## src/rtl/magnetron_power_ctrl.sv

```systemverilog
`default_nettype none
// +--------------------------------------------------------------------------+
// | magnetron_power_ctrl                                                     |
// | Cook/pause/idle control with start-edge detect and a slotted duty cycle. |
// | Optional MAG_MIN_OFF_EN macro adds a minimum magnetron off-time guard.   |
// | Revision: 1.0                                                            |
// +--------------------------------------------------------------------------+
module magnetron_power_ctrl #(
    parameter int PERIOD_SLOTS  = 10,
    parameter int LVL_W         = 4,
    parameter int MIN_OFF_TICKS = 3
) (
    input  logic             clk,
    input  logic             resetn,
    input  logic             startn,
    input  logic             stopn,
    input  logic             clearn,
    input  logic             door_closed,
    input  logic             timer_done,
    input  logic             tick,
    input  logic [LVL_W-1:0] power_level,
    output logic             mag_on,
    output logic             cooking,
    output logic             paused
);

    typedef enum logic [1:0] {
        ST_IDLE  = 2'd0,
        ST_COOK  = 2'd1,
        ST_PAUSE = 2'd2
    } state_t;

    localparam logic [LVL_W-1:0] SLOTS = LVL_W'(PERIOD_SLOTS);
    localparam logic [LVL_W-1:0] LAST  = LVL_W'(PERIOD_SLOTS - 1);

    if (PERIOD_SLOTS < 2 || PERIOD_SLOTS > 255 || (1 << LVL_W) <= PERIOD_SLOTS ||
        MIN_OFF_TICKS < 0) begin : g_bad_params
        $error("magnetron_power_ctrl: illegal parameter combination");
    end

    state_t           state, state_n;
    logic [LVL_W-1:0] phase, phase_n;
    logic [LVL_W-1:0] lvl_q, lvl_n;
    logic [LVL_W-1:0] lvl_clamped;
    logic             start_prev;
    logic             start_ev;
    logic             duty_on;
    logic             mag_on_n;

`ifdef MAG_MIN_OFF_EN
    localparam int GW = $clog2(MIN_OFF_TICKS + 1) + 1;
    logic [GW-1:0] guard, guard_dec, guard_n;
`endif

    always_comb begin
        start_ev    = start_prev & ~startn;
        lvl_clamped = (power_level >= SLOTS) ? SLOTS : power_level;

        // Priority: clear > door open > stop > timer_done > start.
        state_n = state;
        case (state)
            ST_IDLE: begin
                if (clearn && door_closed && stopn && !timer_done && start_ev)
                    state_n = ST_COOK;
            end
            ST_COOK: begin
                if (!clearn)                     state_n = ST_IDLE;
                else if (!door_closed || !stopn) state_n = ST_PAUSE;
                else if (timer_done)             state_n = ST_IDLE;
            end
            ST_PAUSE: begin
                if (!clearn) begin
                    state_n = ST_IDLE;
                end else if (door_closed && stopn) begin
                    if (timer_done)    state_n = ST_IDLE;
                    else if (start_ev) state_n = ST_COOK;
                end
            end
            default: state_n = ST_IDLE;
        endcase

        phase_n = '0;
        lvl_n   = lvl_q;
        if (state_n == ST_COOK) begin
            if (state != ST_COOK) begin
                lvl_n = lvl_clamped;
            end else if (tick) begin
                if (phase == LAST) lvl_n   = lvl_clamped;
                else               phase_n = phase + LVL_W'(1);
            end else begin
                phase_n = phase;
            end
        end

        duty_on = (state_n == ST_COOK) && (phase_n < lvl_n) && door_closed;

`ifdef MAG_MIN_OFF_EN
        // Guard never runs while mag_on is high, so the reload cannot loop back.
        guard_dec = (guard != '0 && tick) ? guard - GW'(1) : guard;
        mag_on_n  = duty_on && (guard_dec == '0);
        guard_n   = (mag_on && !mag_on_n) ? GW'(MIN_OFF_TICKS) : guard_dec;
`else
        mag_on_n  = duty_on;
`endif
    end

    always_ff @(posedge clk or negedge resetn) begin
        if (!resetn) begin
            state      <= ST_IDLE;
            phase      <= '0;
            lvl_q      <= '0;
            start_prev <= 1'b1;
            mag_on     <= 1'b0;
            cooking    <= 1'b0;
            paused     <= 1'b0;
`ifdef MAG_MIN_OFF_EN
            guard      <= '0;
`endif
        end else begin
            state      <= state_n;
            phase      <= phase_n;
            lvl_q      <= lvl_n;
            start_prev <= startn;
            mag_on     <= mag_on_n;
            cooking    <= (state_n != ST_IDLE);
            paused     <= (state_n == ST_PAUSE);
`ifdef MAG_MIN_OFF_EN
            guard      <= guard_n;
`endif
        end
    end

endmodule
`default_nettype wire

```

## config.mk

```make
export PLATFORM = sky130hd
export DESIGN_NAME = magnetron_power_ctrl
export DESIGN_NICKNAME = d
export VERILOG_FILES = /design/src/rtl/magnetron_power_ctrl.sv
export SDC_FILE = /design/constraint.sdc
export NUM_CORES = 1
export LEC_CHECK = 0
export CAP_MARGIN = 15
export CORE_MARGIN = 5
export CORE_UTILIZATION = 45
export DETAILED_ROUTE_END_ITERATION = 10
export GPL_TIMING_DRIVEN = 0
export PLACE_DENSITY = 0.78
export REMOVE_ABC_BUFFERS = 1
export SYNTH_ARGS = -nofsm -noshare
export SYNTH_HDL_FRONTEND = slang
export SYNTH_SLANG_ARGS = --single-unit
```

## constraint.sdc

```tcl
create_clock -name clk -period 3.2 [get_ports clk]
set_input_delay 0.64 -clock clk [delete_from_list [all_inputs] [get_ports clk]]
set_output_delay 0.64 -clock clk [all_outputs]
set_load 0.01 [all_outputs]
```

# Yosys cells after proc, flatten, opt, wreduce, memory -nomap -nowiden
# Cells that the tools add are included.
# totals
ff_bits	14
word_cells	49
# op_classes
n_addsub	1
n_lt_le_gt_ge	2
n_eq_ne	6
muxes	18
bitwise	2
reduce_logical	13
# ops
operator	count
$mux W4	9
$mux W2	8
$logic_and A1 B1 Y1	7
$pmux W2 S3	1
$add A4 B1 Y4 const B	1
$eq A2 B1 Y1 const B	2
$eq A2 B2 Y1 const B	2
$eq A4 B4 Y1 const B	1
$ge A4 B4 Y1 const B	1
$lt A4 B4 Y1	1
$logic_not A1 Y1	3
$logic_not A2 Y1	1
$ne A2 B1 Y1 const B	1
$reduce_bool A2 Y1	1
$and A1 B1 Y1	1
$logic_or A1 B1 Y1	1
$not A1 Y1	1

# Depth between registers and ports, before layout
# Gate-level depths: netlist of the first run.
# logic_depth
ltp_word	12
depth_mapped	9
ltp_nobuf	9

# Least setup slack after synthesis of the first run
# OpenSTA, ideal clock, no wires.
# synth_path
path_kind	in2reg
from	in startn
to	reg mag_on
setup_ns	0.088
t_arrival_ns	2.241
t_required_ns	3.112
path_slack_ns	0.871
cell_stages	8
path_buffers	0
cell_sequence	or3b_4 > a21oi_4 > mux2i_1 > ha_1 > a21o_1 > nand2_1 > nand4b_1 > a41oi_1
# synth_between
elab_chain_cells	12
elab_cells_between_ends	15
classes_between	order compare: 1; eq/ne: 1; mux: 8; bitwise: 2; reduce/logical: 3
# synth_lines
item	line	source
start, declared	15	input logic startn,
$not A1 Y1 (*)	56	start_ev = start_prev & ~startn;
$and A1 B1 Y1 (*)	56	
$mux W2	76	else if (start_ev) state_n = ST_COOK;
$mux W2	75	if (timer_done) state_n = ST_IDLE;
$mux W2	74	end else if (door_closed && stopn) begin
$mux W2	72	if (!clearn) begin
$pmux W2 S3 (*)	61	case (state)
$eq A2 B1 Y1 (*)	84, 95	
$mux W4	84	if (state_n == ST_COOK) begin
$lt A4 B4 Y1	95	duty_on = (state_n == ST_COOK) && (phase_n < lvl_n) && door_closed;
$logic_and A1 B1 Y1 (*) (2 in a row)	95	
via duty_on	47	logic duty_on;
end signal, assigned	124	mag_on <= mag_on_n;
end, declared	22	output logic mag_on,
# The timed path passes the listed nets; every way through them passes the cells marked *.

# Worst setup path after layout of the first run
# Same ends and word-level chain as after synthesis.

==> results of run 1 <==
-- critical path, cell delays in order --
cell and delay [ns]:
clkdlybuf4s50_1 0.44, or3b_4 0.43, a21oi_4 0.32, mux2i_1 0.28, ha_1 0.28, a21o_1 0.18, nand2_1 0.06, nand4b_1 0.09
a41oi_1 0.19
-- flip-flops by register name, indices dropped and copies added, names as in the netlist --
register	count
paused	1
phase	4
lvl_q	4
cooking	1
start_prev	1
state	2
mag_on	1
-- cell families (layout without fill, tap and decap cells) --
kind of cell	count (synthesis)	in the layout
DFF	14	14
and+or+nand+nor	24	24
AOI/OAI and AO/OA	13	13
adders and majority gates	3	3
xor gates and xnor gates	2	2
muxes	9	9
buffers and inverters	0	18
-- per-stage QoR --
step                cell area, um^2  std cells  setup WS, ns
floorplan                       769         65         0.871
global placement                931         96         0.277
detailed placement              931         96         0.190
CTS                             967        100         0.469
global route                    967        100         0.366
finish                          967        100         0.485
-- routing by layer --
metal	GRT usage	vias to the layer above	part of all wire
li1	-	272	-
met1	0.151	262	0.44
met2	0.232	15	0.50
met3	0.0350	4	0.045
met4	0.0786	0	0.018
met5	0	-	0
-- final cells by class --
class	count	area (um^2)	area share
Sequential cell	14	352	0.364
Clock buffer	4	36.3	0.0375
Tap cell	17	21.3	0.0220
Multi-Input combinational cell	51	418	0.432
Timing Repair Buffer	14	140	0.145
-- path summary, 6_finish.rpt --
check / startpoint / to / slack [ns] / cells past startpoint
setup / recovery: startn / mag_on / 0.48 / 9
hold / removal: lvl_q[0] / lvl_q[0] / 0.51 / 1
setup reg to reg: start_prev / mag_on / 0.78 / 8
hold reg to reg: lvl_q[0] / lvl_q[0] / 0.51 / 1
max in group asynchronous: resetn / lvl_q[0] / 2.06 / 1
min in group asynchronous: resetn / cooking / 0.73 / 1
-- placed cells by master, fill, tap and decap left out, types with 2 or more instances in the layout --
| cell type | synthesis | layout |
|---|---|---|
| o21a_1 | 2 | 2 |
| nor3_1 | 2 | 2 |
| a21oi_1 | 4 | 4 |
| nand4b_1 | 2 | 2 |
| a21o_1 | 2 | 2 |
| o21ai_0 | 2 | 2 |
| dfrtp_1 | 13 | 13 |
| mux2_4 | 4 | 4 |
| nand2b_1 | 2 | 2 |
| mux2i_1 | 5 | 5 |
| clkbuf_4 | 0 | 3 |
| ha_1 | 3 | 3 |
| nor2b_1 | 3 | 3 |
| nor2_1 | 3 | 3 |
| or2_1 | 2 | 2 |
| nand2_1 | 3 | 3 |
| clkdlybuf4s50_1 | 0 | 14 |
-- power by group through the flow --
stage	combinational (W)	clock, W	sequential [W]
after floorplan	0.0000296	0	0.000195
after global placement	0.0000542	0	0.000195
after global routing	0.0000612	0.000140	0.000194
final	0.0000557	0.000128	0.000193
after detailed placement	0.0000557	0	0.000196
after CTS	0.0000563	0.000132	0.000193
==> out/qor.yml, run 1 <==
grt_pass1_wl_um: 2560
fillCellCount: 144
cts_buffers: 3
p_total_w: 0.000377
intPower_w: 0.000291
post_cts_buffers: 0
n_antenna_cell: 0
antenna_found_initial: 0
p_per_area_nw_per_um2: 389
synth_edf_count: 0
top_level_ports: 15
synthTopCellsByCount: "dfrtp_1 (13), mux2i_1 (5), a21oi_1 (4), mux2_4 (4)"
vias: 553
synth_fa_ha_area_frac: 0.0488
drive_gt1_frac: 0.157
rsz0062_at_grt: "false"
ir_worst_vdd_mv: 0.231
seq_area_frac_synth: 0.457
netlist.area_leader.share: 0.423
ys.warnings.count: 0
hp-class: "reg2reg"
yosysUniqueCellTypes: 28
tns_ns: 0
finClkSkew_ns: 0.00751
gp_congestion: 0.744
postCtsHoldBufs: 0
netSwitchingFraction: 0.227
synthMuxAreaShare: 0.143
start_util: 0.461
clock_latency_ns: 0.28
clockRootBuffer: "clkbuf_4"
cts.sinks: 14
synthTopCellsByArea: "dfrtp_1 (42%), mux2_4 (7.8%), mux2i_1 (6.5%), ha_1 (4.9%), dfstp_2 (3.4%)"
die-area_um2: 2640
final-setup-viol-count: 0
drt_pre_antenna_iters: 4
worst_ep_required_time_ns: 3.40
drt-initial-drc-count: 11
min_period_ns: 2.72
ctsResizeCount: 0
drt_wl_total_um: 1490
drv_slew: 0
ant_nets: 0
pwr-share-comb: 0.148
p_sw_w: 0.0000855
ys_ff_latch: 14
leakagePower_nw: 0.438
whs_ns: 0.508
synth-main-ff-cell: "dfrtp_1"
netlist_area_um2: 769
routedWlPerCell_um: 14.9
synth-simple-area-share: 0.208
drv_cap: 0
yosysMostFrequentCell: "dfrtp_1"
worstPathArrival_ns: 2.92
period_share: 0.848
layout.nets: 99
drc_errors: 0
row_count: 15
cts_buffer_depth: 2
worstMarginPinSlew_ns: 0.614
vias_per_cell: 5.53
synth_top_family_by_area: "simple AND/OR/NAND/NOR gates"
postSynthCellCount: 65
pwr-share-seq: 0.511
avgSynthCellArea_um2: 11.8
p_clk_frac: 0.341
synthArstFlopShare: 1.00
worstPathMaxFanout: 7
final_util: 0.579
overflow: 0
die_y_um: 51.4
grt_max_degree: 15
htree_levels: 1
die_w_um: 51.4
io_buffers: 14
core_area_um2: 1670
grt_pass1_vias: 573
synth-xor-area-share: 0.0228
slew_headroom: 0.590
max_freq_ghz: 0.368
hold_viol: 0
startpoint_type: "input pin"
synth_compound_area_frac: 0.120
end_kind: "flip-flop"
dp_hpwl_um: 1180
status: "completed"
cts_tree: "yes"
yosys.area.top_type: "dfrtp_1"
grt_use_total: 0.136
path_clk_slew_ns: 0.09
crit_type: "in2reg"
synthToLayoutAreaGrowth_pct: 25.7
No activity file was read; power rests on OpenSTA's default activity.
==> run 2: changes to the inputs <==
==> constraint.sdc (replaced) <==
create_clock -name clk -period 2.7 [get_ports clk]
set_input_delay 0.54 -clock clk [delete_from_list [all_inputs] [get_ports clk]]
set_output_delay 0.54 -clock clk [all_outputs]
set_load 0.01 [all_outputs]
==> out/qor.yml, run 2 (synthesized netlist as in run 1, its figures left out) <==
hold_end: "lvl_q[0]"
cts_buffer_depth: 2  # unchanged
worstRegToRegCells: 8  # unchanged
worstPathArrival_ns: 2.70  # -0.22 ns
place_inst: 96  # unchanged
drv_slew: 0  # unchanged
wl_met3_um: 76  # +13%
dp_slack_ns: -0.210  # -0.400 ns
worstPathMaxFanout: 4  # -3
path_clk_slew_ns: 0.09  # about the same
die_w_um: 51.4  # unchanged
drt_pre_antenna_iters: 4  # unchanged
htree_levels: 1  # unchanged
clockRootBuffer: "clkbuf_4"
vias: 561  # +1.4%
cts_tree: "yes"
clock_latency_ns: 0.28  # about the same
p_per_area_nw_per_um2: 454  # +17%
finalInstanceArea_um2: 982  # +1.6%
postCtsHoldBufs: 0  # unchanged
drv_cap: 0  # unchanged
start_util: 0.461  # unchanged
r2r-start: "start_prev"
tns_ns: 0  # unchanged
cts.sinks: 14  # unchanged
routedWlPerCell_um: 14.7  # -1.2%
slew_headroom: 0.589  # -0.00108
cts_buffers: 3  # unchanged
crit_slowest_cell: "clkdlybuf4s50_1"
antenna_found_initial: 0  # unchanged
final_cells: 102  # +2.0%
grt_use_total: 0.136  # unchanged
n_antenna_cell: 0  # unchanged
layout.nets: 101  # +2.0%
startpoint_type: "input pin"
overflow: 0  # unchanged
drc_errors: 0  # unchanged
highest_layer: "met4"
rsz0062_at_grt: "false"
final_common_cell: "clkdlybuf4s50_1"
crit_buf_inv: 1  # unchanged
wl_met1_um: 641  # -1.8%
leakagePower_nw: 0.448  # +2.5%
ant_nets: 0  # unchanged
grt_max_degree: 15  # unchanged
drive_gt1_frac: 0.176  # +0.0198
vias_per_cell: 5.50  # -0.54%
crit_chain: "clkdlybuf4s50_1, or3b_4, a21oi_4, mux2i_1, ha_1, a21o_1, nand2_1, nand4b_1, a41oi_1"
crit_path_max_incr_delay_ns: 0.44  # about the same
finClkSkew_ns: 0.00655  # -0.000956 ns
top_level_ports: 15  # unchanged
hold_viol: 0  # unchanged
drt_wl_total_um: 1500  # +0.74%
r2r_end: "mag_on"
top_regs: "lvl_q (4), phase (4), state (2)"
core_area_um2: 1670  # unchanged
row_count: 15  # unchanged
drt-initial-drc-count: 9  # -2
mostFrequentLayoutCells: "clkdlybuf4s50_1 (14), dfrtp_1 (13), mux2i_1 (5)"
crit_type: "in2reg"
min_period_ns: 2.50
max_freq_ghz: 0.400
worstMarginPinSlew_ns: 0.615  # +0.00161 ns
route.met2.wl_um: 741  # +0.54%
reg2reg_slack_ns: 0.40  # -0.38 ns
grt_pass1_wl_um: 2560  # unchanged
final-setup-viol-count: 0  # unchanged
io_buffers: 14  # unchanged
whs_ns: 0.508  # +0.0000400 ns
synthToLayoutAreaGrowth_pct: 27.6
die-area_um2: 2640  # unchanged
critPathTopFamily: "compound AO/OA/AOI/OAI gates"
status: "completed"
hold_depth: 1  # unchanged
worst_ep_required_time_ns: 2.90  # -0.50 ns
dp_hpwl_um: 1180  # unchanged
placed_area_um2: 931  # unchanged
period_share: 0.926
ir_worst_vdd_mv: 0.272  # +18%
hp-class: "reg2reg"
timing.final.ws_setup_ns: 0.201  # -0.284 ns
end_kind: "flip-flop"
hp-start: "lvl_q[0]"
grt_pass1_vias: 573  # unchanged
gp_congestion: 0.744  # unchanged
die_y_um: 51.4  # unchanged
## run 2: cell count changes in the layout (fill, tap and decap cells not counted)
cell / change
buf_4: +2
## run 2: routing by layer
layer,vias to the layer above,track usage
met5,-,0
li1,275,-
met3,5,0.0350
met2,15,0.232
met4,0,0.0786
met1,266,0.151
## run 2: worst max path at each step
stage	start	endpoint	slack [ns]	cells after the start
after floorplan	startn	mag_on	0.47	8
after global placement	startn	mag_on	-0.12	9
after detailed placement	startn	mag_on	-0.21	9
after CTS	tick	mag_on	0.07	10
after global routing	startn	mag_on	0.1	9
final	startn	mag_on	0.20	9
## run 2: timing repair
item | in CTS | in global routing
setup buffers | 0 | 2
resized for setup | 0 | 0
endpoints found under the setup margin | 0 | 1
## run 2: cell type report
| class | count | area [um^2] |
|---|---|---|
| flip-flops and latches | 14 | 352 |
| well taps | 17 | 21.3 |
| clock buffers | 4 | 36.3 |
| repair buffers | 16 | 155 |
| fillers | 143 | 688 |
| multi-input cells | 51 | 418 |
## run 2: worst register-to-register path, cell delays in order (launching register included)
cell and delay (ns):
dfstp_2 0.54, or3b_4 0.39, a21oi_4 0.23, mux2i_1 0.27, ha_1 0.28, a21o_1 0.18
nand2_1 0.06, nand4b_1 0.09, a41oi_1 0.18
## run 2: power breakdown
part	internal (W)	switching, W	total, W	leakage, nW
clock	0.0000821	0.0000693	0.000151	0.0210
sequential	0.000222	0.00000594	0.000228	0.188
combinational	0.0000410	0.0000253	0.0000663	0.239
## run 2: per-stage QoR
stage / util / power [W]
global route: 0.588 / 0.000470
CTS: 0.579 / 0.000451
floorplan: - / 0.000266
finish: 0.588 / 0.000446
detailed placement: 0.557 / 0.000298
global placement: 0.557 / 0.000296
==> run 3: changes to the inputs <==
--- a/config.mk
+++ b/config.mk
@@ -10,8 +10,10 @@
 export CORE_UTILIZATION = 45
 export DETAILED_ROUTE_END_ITERATION = 10
 export GPL_TIMING_DRIVEN = 0
-export PLACE_DENSITY = 0.78
+export PLACE_DENSITY = 0.8
+export RECOVER_POWER = 50
 export REMOVE_ABC_BUFFERS = 1
 export SYNTH_ARGS = -nofsm -noshare
 export SYNTH_HDL_FRONTEND = slang
 export SYNTH_SLANG_ARGS = --single-unit
+export TNS_END_PERCENT = 1
==> out/qor.yml, run 3 (synthesized netlist as in run 1, its figures left out) <==
n_antenna_cell: 0  # unchanged
critPathTopFamily: "compound AO/OA/AOI/OAI gates"
core_area_um2: 1670  # unchanged
p_per_area_nw_per_um2: 452  # -0.33%
crit_buf_inv: 1  # unchanged
cts_buffer_depth: 2  # unchanged
p_sw_w: 0.0000997  # -0.90%
ant_nets: 0  # unchanged
drv_cap: 0  # unchanged
vias_per_cell: 5.40  # -1.8%
hold_end: "lvl_q[3]"
io_buffers: 14  # unchanged
cts_buffers: 3  # unchanged
vias: 551  # -1.8%
whs_ns: 0.522  # +0.0135 ns
start_util: 0.461  # unchanged
ir_worst_vdd_mv: 0.335  # +23%
reg2reg_slack_ns: 0.45  # +0.05 ns
clock_latency_ns: 0.28  # about the same
slew_headroom: 0.582  # -0.00621
tns_ns: 0  # unchanged
overflow: 0  # unchanged
mostFrequentLayoutCells: "dfrtp_1 (13), clkdlybuf4s50_1 (13), mux2i_1 (5)"
worstMarginPinSlew_ns: 0.624  # +0.00918 ns
grt_max_degree: 15  # unchanged
hp-class: "reg2reg"
grt_pass1_vias: 581  # +1.4%
pwr-share-comb: 0.147  # -0.002
p_clk_frac: 0.340  # about the same
fillCellCount: 147  # +2.8%
r2r-start: "start_prev"
antenna_found_initial: 0  # unchanged
ctsResizeCount: 0  # unchanged
drt_pre_antenna_iters: 3  # -1
period_share: 0.916  # -0.00967
drc_errors: 0  # unchanged
gp_congestion: 0.718  # -3.5%
status: "completed"
finClkSkew_ns: 0.00490  # -0.00165 ns
hp-start: "lvl_q[3]"
grt_use_total: 0.123  # -0.0130
r2r_end: "mag_on"
end_kind: "flip-flop"
min_period_ns: 2.47  # -0.0261 ns
crit_slowest_cell: "clkdlybuf4s50_1"
cts_tree: "yes"
htree_levels: 1  # unchanged
leakagePower_nw: 0.449  # about the same
hold_depth: 1  # unchanged
drt-initial-drc-count: 5  # -4
drv_slew: 0  # unchanged
layout.area.seq_um2: 352  # unchanged
final_cells: 102  # unchanged
final-setup-viol-count: 0  # unchanged
crit_type: "in2reg"
worst_ep_required_time_ns: 2.89  # about the same
max_freq_ghz: 0.404  # +1.1%
postCtsHoldBufs: 0  # unchanged
worstPathArrival_ns: 2.67  # -0.03 ns
final_util: 0.588  # unchanged
synthToLayoutAreaGrowth_pct: 27.6  # unchanged
cp-startpoint: "startn"
drive_gt1_frac: 0.176  # unchanged
row_count: 15  # unchanged
crit_chain: "clkdlybuf4s50_1, or3b_4, a21oi_4, mux2i_1, ha_1, a21o_1, nand2_1, nand4b_1, a41oi_1"
netSwitchingFraction: 0.224  # -0.00128
die-area_um2: 2640  # unchanged
top_regs: "lvl_q (4), phase (4), state (2)"
routedWlPerCell_um: 14.0  # -4.7%
multi_input_area_um2: 418  # unchanged
die_w_um: 51.4  # unchanged
grt_pass1_wl_um: 2430  # -5.1%
top_level_ports: 15  # unchanged
path_clk_slew_ns: 0.08  # about the same
intPower_w: 0.000345  # -0.16%
pwr-share-seq: 0.514  # +0.002
die_y_um: 51.4  # unchanged
layout.nets: 101  # unchanged
cts.sinks: 14  # unchanged
worstRegToRegCells: 8  # unchanged
worstPathMaxFanout: 4  # unchanged
rsz0062_at_grt: "false"
hold_viol: 0  # unchanged
drt_wl_total_um: 1430  # -4.7%
crit_path_max_incr_delay_ns: 0.45  # about the same
dp_hpwl_um: 1100  # -6.7%
post_cts_buffers: 0  # unchanged
place_inst: 96  # unchanged
startpoint_type: "input pin"
clockRootBuffer: "clkbuf_4"
run 3: worst max path at each step:
stage                     endpoint  slack, ns  cells past startpoint
after floorplan             mag_on       0.47                      8
after global placement      mag_on      -0.17                      9
after detailed placement    mag_on      -0.19                      9
after CTS                   mag_on       0.09                     10
after global routing        mag_on       0.11                      9
final                       mag_on       0.23                      9
run 3: cell type report:
| cell class | instances | area share |
|---|---|---|
| Multi-Input combinational cell | 51 | 0.425 |
| Sequential cell | 14 | 0.358 |
| Timing Repair Buffer | 16 | 0.158 |
| Clock buffer | 4 | 0.0369 |
| Tap cell | 17 | 0.0217 |
run 3: per-layer routing:
| metal | track usage | share of wire | vias up |
|---|---|---|---|
| li1 | - | - | 277 |
| met4 | 0.0393 | 0.015 | 0 |
| met2 | 0.225 | 0.51 | 7 |
| met5 | 0 | 0 | - |
| met3 | 0.0262 | 0.027 | 2 |
| met1 | 0.140 | 0.45 | 265 |
run 3: power by group through the flow:
stage	clock [W]	combinational (W)	sequential (W)
after floorplan	0	0.0000351	0.000231
after global placement	0	0.0000637	0.000232
final	0.000151	0.0000651	0.000228
after global routing	0.000167	0.0000717	0.000230
after detailed placement	0	0.0000649	0.000232
after CTS	0.000156	0.0000661	0.000228
run 3: stage by stage:
| step | power (W) | area (um^2) | worst slack (ns) |
|---|---|---|---|
| 3_5_place_dp | 0.000297 | 931 | -0.191 |
| 6_report | 0.000444 | 982 | 0.227 |
| 4_1_cts | 0.000450 | 967 | 0.0916 |
| 5_1_grt | 0.000469 | 982 | 0.112 |
| 2_1_floorplan | 0.000266 | 769 | 0.471 |
| 3_3_place_gp | 0.000295 | 931 | -0.166 |
